[config.mk]
export PLATFORM = sky130hd
export DESIGN_NAME = mux_n_pipe
export DESIGN_NICKNAME = d
export VERILOG_FILES = /design/src/rtl/mips_pkg.sv /design/src/rtl/pipe_stage_reg.sv /design/src/rtl/mux_n_pipe.sv
export SDC_FILE = /design/constraint.sdc
export NUM_CORES = 1
export LEC_CHECK = 0
export ABC_AREA = 1
export CORE_ASPECT_RATIO = 0.8
export CORE_MARGIN = 2
export CORE_UTILIZATION = 38
export CTS_CLUSTER_DIAMETER = 100
export DETAILED_ROUTE_END_ITERATION = 6
export PLACE_DENSITY_LB_ADDON = 0.12
export SETUP_SLACK_MARGIN = 0.2
export SLEW_MARGIN = 30
export SYNTH_ARGS = -nofsm -noshare
export SYNTH_HDL_FRONTEND = slang
export SYNTH_SLANG_ARGS = --single-unit
[constraint.sdc]
create_clock -name Clk -period 0.8 [get_ports Clk]
set_input_delay 0.16 -clock Clk [delete_from_list [all_inputs] [get_ports Clk]]
set_output_delay 0.16 -clock Clk [all_outputs]
set_load 0.05 [all_outputs]
[src/rtl/mips_pkg.sv]
// ----------------------------------------------------------------------------
// mips_pkg
// Shared constants for the register-address datapath.
//   REG_ADDR_W : width of a register-file address
//   RA_REG     : link register ($31) written by jal/jalr
//   dst_sel_e  : encoding of the writeback-destination select
// ----------------------------------------------------------------------------
package mips_pkg;

   localparam int REG_ADDR_W = 5;

   localparam logic [REG_ADDR_W-1:0] RA_REG = 5'd31;

   // The destination select drives mux_n_pipe input index.
   // DST_ZERO is a spare slot, normally tied to $0.
   typedef enum logic [1:0] {
      DST_RT   = 2'd0,
      DST_RD   = 2'd1,
      DST_RA   = 2'd2,
      DST_ZERO = 2'd3
   } dst_sel_e;

endpackage : mips_pkg

[src/rtl/pipe_stage_reg.sv]
// ----------------------------------------------------------------------------
// pipe_stage_reg
// One pipeline register with the Reset > flush > stall > load priority.
// Ports:
//   Clk   : rising-edge clock
//   Reset : synchronous, active-high clear
//   flush : clears the register (squashes the entry)
//   stall : holds the current contents
//   d     : next-stage value
//   q     : registered value
// ----------------------------------------------------------------------------
module pipe_stage_reg #(
   parameter int W = 7
) (
   input  logic         Clk,
   input  logic         Reset,
   input  logic         flush,
   input  logic         stall,
   input  logic [W-1:0] d,
   output logic [W-1:0] q
);

   // A flushed entry is cleared in full (data included), so a flush looks
   // exactly like a reset from the outside and flush outranks stall.
   always_ff @(posedge Clk) begin
      // NOTE: sequential state is written with non-blocking assignments so
      // that every stage samples its neighbour's pre-edge value.
      if (Reset || flush) begin
         q <= '0;
      end else if (!stall) begin
         q <= d;
      end
   end

endmodule : pipe_stage_reg

[src/rtl/mux_n_pipe.sv]
// ----------------------------------------------------------------------------
// mux_n_pipe
// N-input selector followed by a DEPTH-stage register pipeline. Each stage
// carries {data, valid, err}. Used for the writeback destination pick
// (rt / rd / $31 / spare) between decode and writeback.
// Ports:
//   Clk       : rising-edge clock
//   Reset     : synchronous, active-high reset
//   data_in   : NUM_IN packed inputs, input i at [i*WIDTH +: WIDTH]
//   select    : input index
//   in_valid  : current select/data belongs to a real instruction
//   stall     : freeze every stage
//   flush     : squash every in-flight entry
//   data_out  : data from the last stage
//   out_valid : valid bit from the last stage
//   sel_err   : last stage holds a valid entry with an out-of-range select
// ----------------------------------------------------------------------------
module mux_n_pipe
   import mips_pkg::*;
#(
   parameter int               WIDTH       = REG_ADDR_W,
   parameter int               NUM_IN      = 4,
   parameter int               SEL_W       = 2,
   parameter int               DEPTH       = 2,
   parameter logic [WIDTH-1:0] DEFAULT_VAL = '0
) (
   input  logic                    Clk,
   input  logic                    Reset,
   input  logic [NUM_IN*WIDTH-1:0] data_in,
   input  logic [SEL_W-1:0]        select,
   input  logic                    in_valid,
   input  logic                    stall,
   input  logic                    flush,
   output logic [WIDTH-1:0]        data_out,
   output logic                    out_valid,
   output logic                    sel_err
);

   // Stage word layout: {data, valid, err}.
   localparam int STG_W = WIDTH + 2;

   // ------------------------------------------------------------------------
   // Elaboration-time parameter checks
   // ------------------------------------------------------------------------
   if (DEPTH < 1) begin : g_bad_depth
      $error("mux_n_pipe: DEPTH must be at least 1");
   end
   if (NUM_IN < 2) begin : g_bad_num_in
      $error("mux_n_pipe: NUM_IN must be at least 2");
   end
   if ((2 ** SEL_W) < NUM_IN) begin : g_bad_sel_w
      $error("mux_n_pipe: SEL_W too narrow to address NUM_IN inputs");
   end

   // ------------------------------------------------------------------------
   // Combinational pick
   // ------------------------------------------------------------------------
   logic [WIDTH-1:0] sel_val;
   logic             raw_err;
   logic             hit;

   // A select that matches no input index falls back to DEFAULT_VAL, so an
   // out-of-range select never propagates X. When every select code maps to
   // an input, hit is always 1 and raw_err reduces to constant 0.
   always_comb begin
      // NOTE: every variable gets a default before the loop; otherwise a
      // select with no matching index would leave it unassigned and infer a
      // latch.
      sel_val = DEFAULT_VAL;
      hit     = 1'b0;
      for (int i = 0; i < NUM_IN; i++) begin
         if (select == SEL_W'(i)) begin
            sel_val = data_in[i*WIDTH +: WIDTH];
            hit     = 1'b1;
         end
      end
      raw_err = ~hit;
   end

   // ------------------------------------------------------------------------
   // Register pipeline
   // ------------------------------------------------------------------------
   logic [STG_W-1:0] stage_q [DEPTH];

   for (genvar k = 0; k < DEPTH; k++) begin : g_stage
      logic [STG_W-1:0] stage_d;

      if (k == 0) begin : g_first
         // An invalid entry still carries its data, but never an error.
         assign stage_d = {sel_val, in_valid, raw_err & in_valid};
      end else begin : g_next
         assign stage_d = stage_q[k-1];
      end

      pipe_stage_reg #(
         .W (STG_W)
      ) u_reg (
         .Clk   (Clk),
         .Reset (Reset),
         .flush (flush),
         .stall (stall),
         .d     (stage_d),
         .q     (stage_q[k])
      );
   end

   // Outputs come straight from the last register: no input-to-output path.
   assign data_out  = stage_q[DEPTH-1][STG_W-1:2];
   assign out_valid = stage_q[DEPTH-1][1];
   assign sel_err   = stage_q[DEPTH-1][0];

endmodule : mux_n_pipe

==> impl_metrics.yaml <==
routing:
  first_pass_iters: 4
  drc: 0
  drt-total-wl_mm: 2.263
  wl_per_cell_um: 14.14
  initialDrtViolationCount: 19
  vias: 839
  via_per_inst: 5.244
  ant_nets: 0
worst_setup_path:
  worst_setup_path_start_kind: "flip-flop"
  critPathArrivalTime_ns: 0.78
  cpPeakStageDelay_ns: 0.36
  path_cells: "buf_12"
  critical_path_class: "reg2out"
  endpoint_kind: "primary output"
  worst-path-buf-inv: 1
  cpMaxStageDelayCell: "dfxtp_4"
  crit_required_ns: 0.64
  path_max_fanout: 2
  crit_family: "flip-flops"
clocking:
  h-tree-depth: 1
  cts_buffers: 3
  cts_tree: "yes"
  cts_root_buf: "clkbuf_4"
  clock_path_buffers: 2
  insertion_delay_ns: 0.28
  cts.sinks: 14
  path_clk_slew_ns: 0.08
die:
  start_util_pct: 41.40
  die_h_um: 42.03
  rows: 13
  core_area_sq_um: 1659
  die_x_um: 51.54
  dieArea_sq_um: 2166
  io_pins: 34
place:
  dp.cells: 151
  gp_congestion: 0.8400
  place_hpwl_mm: 1.402
  port_buffers: 33
  pre_cts_slack_ns: -0.5044
run_status:
  status: "finished, violations left"
  violations: "setup timing"
layout:
  num-fill-cells: 141
  area_growth_syn_to_layout_pct: 80.87
  fin_util_pct: 74.89
  instances_no_fill: 160
  diodes: 0
  top_register: "g_stage.u_reg.q"
  nets: 166
  largest_reg_flops: 14
  largestRegisters: "g_stage.u_reg.q (14)"
  drive_above_1_share_pct: 46.38
global_routing:
  grt_pass1_vias: 776
  grt.busiest_layer: "met2"
  use_met3_pct: 5.357
  antenna_found_initial: 0
  grt_max_degree: 11
  grt_use_met1_pct: 25.17
  overflow: 0
  grt_usage_pct: 20.28
  met2_usage_pct: 36.41
  grt_pass1_wl_mm: 3.318
logic_synthesis:
  synth_cell_type_count: 13
  ys_async_sr_fraction_pct: 0
  yosysMostFrequentCell: "nand2_1"
  yosys-top-cells-area: "dfxtp_1 41%, nand3_1 15%, nand2_1 13%, buf_6 6.6%, a21oi_1 5.8%"
  synth_edf_count: 0
  yosys_most_used_dff: "dfxtp_1"
  ys_ff_latch: 14
  yosysTopAreaCell: "dfxtp_1"
  avgSynthCellArea_sq_um: 7.231
  synth_top_area_share_pct: 40.80
  synth_common_cells: "24 x nand2_1, 20 x nand3_1, 14 x dfxtp_1"
  syn_area_sq_um: 686.9
  yosys_warnings: 0
  syn_inst: 95
  seq_area_frac_synth_pct: 40.80
  synth_nets: 122
timing:
  maxSlewViolCount: 0
  fin_crit_ns: 0.9396
  setup_viol: 7
  slew-limit-headroom_pct: 85.01
  period_share_pct: 117.5
  worst_pin_slew_ns: 0.2243
  fmax_mhz: 1064
  fin_worst_skew_ns: 0.006924
  worst_slack_ns: -0.1396
  setup_tns_ns: -0.9422
  hold_viol_final: 0
  rsz0062_at_grt: "true"
power:
  leakage_uw: 0.0005195
  peakVddDrop_v: 0.001323
  powerDensity_nw_per_um2: 1181
  totalPowerFinal_uw: 1467
worst_hold_path:
  hp-class: "in2reg"
job:
  cap_violations: 0
## final cells by class
type                    count  area (sq um)  share of cell area (%)
repair buffers             42         440.4                   35.45
flip-flops and latches     14         315.3                   25.38
clock buffers               4         26.28                   2.115
inverters                   5         26.28                   2.115
repair inverters            2         15.01                   1.208
well taps                  22         27.53                   2.216
multi-input cells          71         391.6                   31.52
## cell usage in the layout (no fill, tap or decap), drive strengths merged
cell | synthesis | final
buf | 5 | 19
o21ai | 6 | 6
clkdlybuf4s50 | 0 | 1
clkinvlp | 0 | 2
clkinv | 0 | 1
a21oi | 8 | 8
nor3 | 1 | 1
dlygate4sd2 | 0 | 20
nand2 | 24 | 24
nor2 | 12 | 12
clkbuf | 0 | 6
dfxtp | 14 | 14
inv | 5 | 4
nand3 | 20 | 20
## power by group
| part | switching, uW | total, uW | internal (uW) |
|---|---|---|---|
| Combinational | 179 | 347 | 168 |
| Sequential | 15.2 | 711 | 696 |
| Clock | 215 | 409 | 193 |
## per-layer routing
layer  wire [um]  vias to the layer above
li1            -                      398
met1         952                      410
met2        1199                       29
met3         107                        2
met4           4                        0
met5           0                        -
## what timing repair did
| item | in CTS | in global routing |
|---|---|---|
| setup buffers | 0 | 3 |
| cloned | 2 | 0 |
| hold buffers | 0 | 0 |
| gates resized for setup | 53 | 26 |
| pin swaps | 39 | 13 |
| endpoints found under the setup margin | 21 | 21 |
## logic make-up (layout without fill, tap and decap cells)
family	after synthesis	in the layout	synth area share, %
and+or+nand+nor	57	57	36.43
DFF	14	14	40.80
buffers and inverters	10	53	12.57
AOI/OAI and AO/OA	14	14	10.20
## final timing paths
kind	cells after the start	slack [ns]	start	end
setup / recovery	1	-0.14	g_stage[1].u_reg.q[3]	data_out[1]
hold / removal	4	0.18	Reset	g_stage[0].u_reg.q[2]
setup reg to reg	3	0.10	g_stage[1].u_reg.q[6]	g_stage[1].u_reg.q[6]
hold reg to reg	2	0.46	g_stage[0].u_reg.q[0]	g_stage[0].u_reg.q[0]
## per-stage QoR
stage	cell area, sq um	hold slack (ns)
after floorplan	721.9	0.3027
after global placement	1126	0.4387
after detailed placement	1126	0.4404
after CTS	1171	0.2456
after global routing	1242	0.1823
final	1242	0.1798
Power figures use the tool's default switching activity.
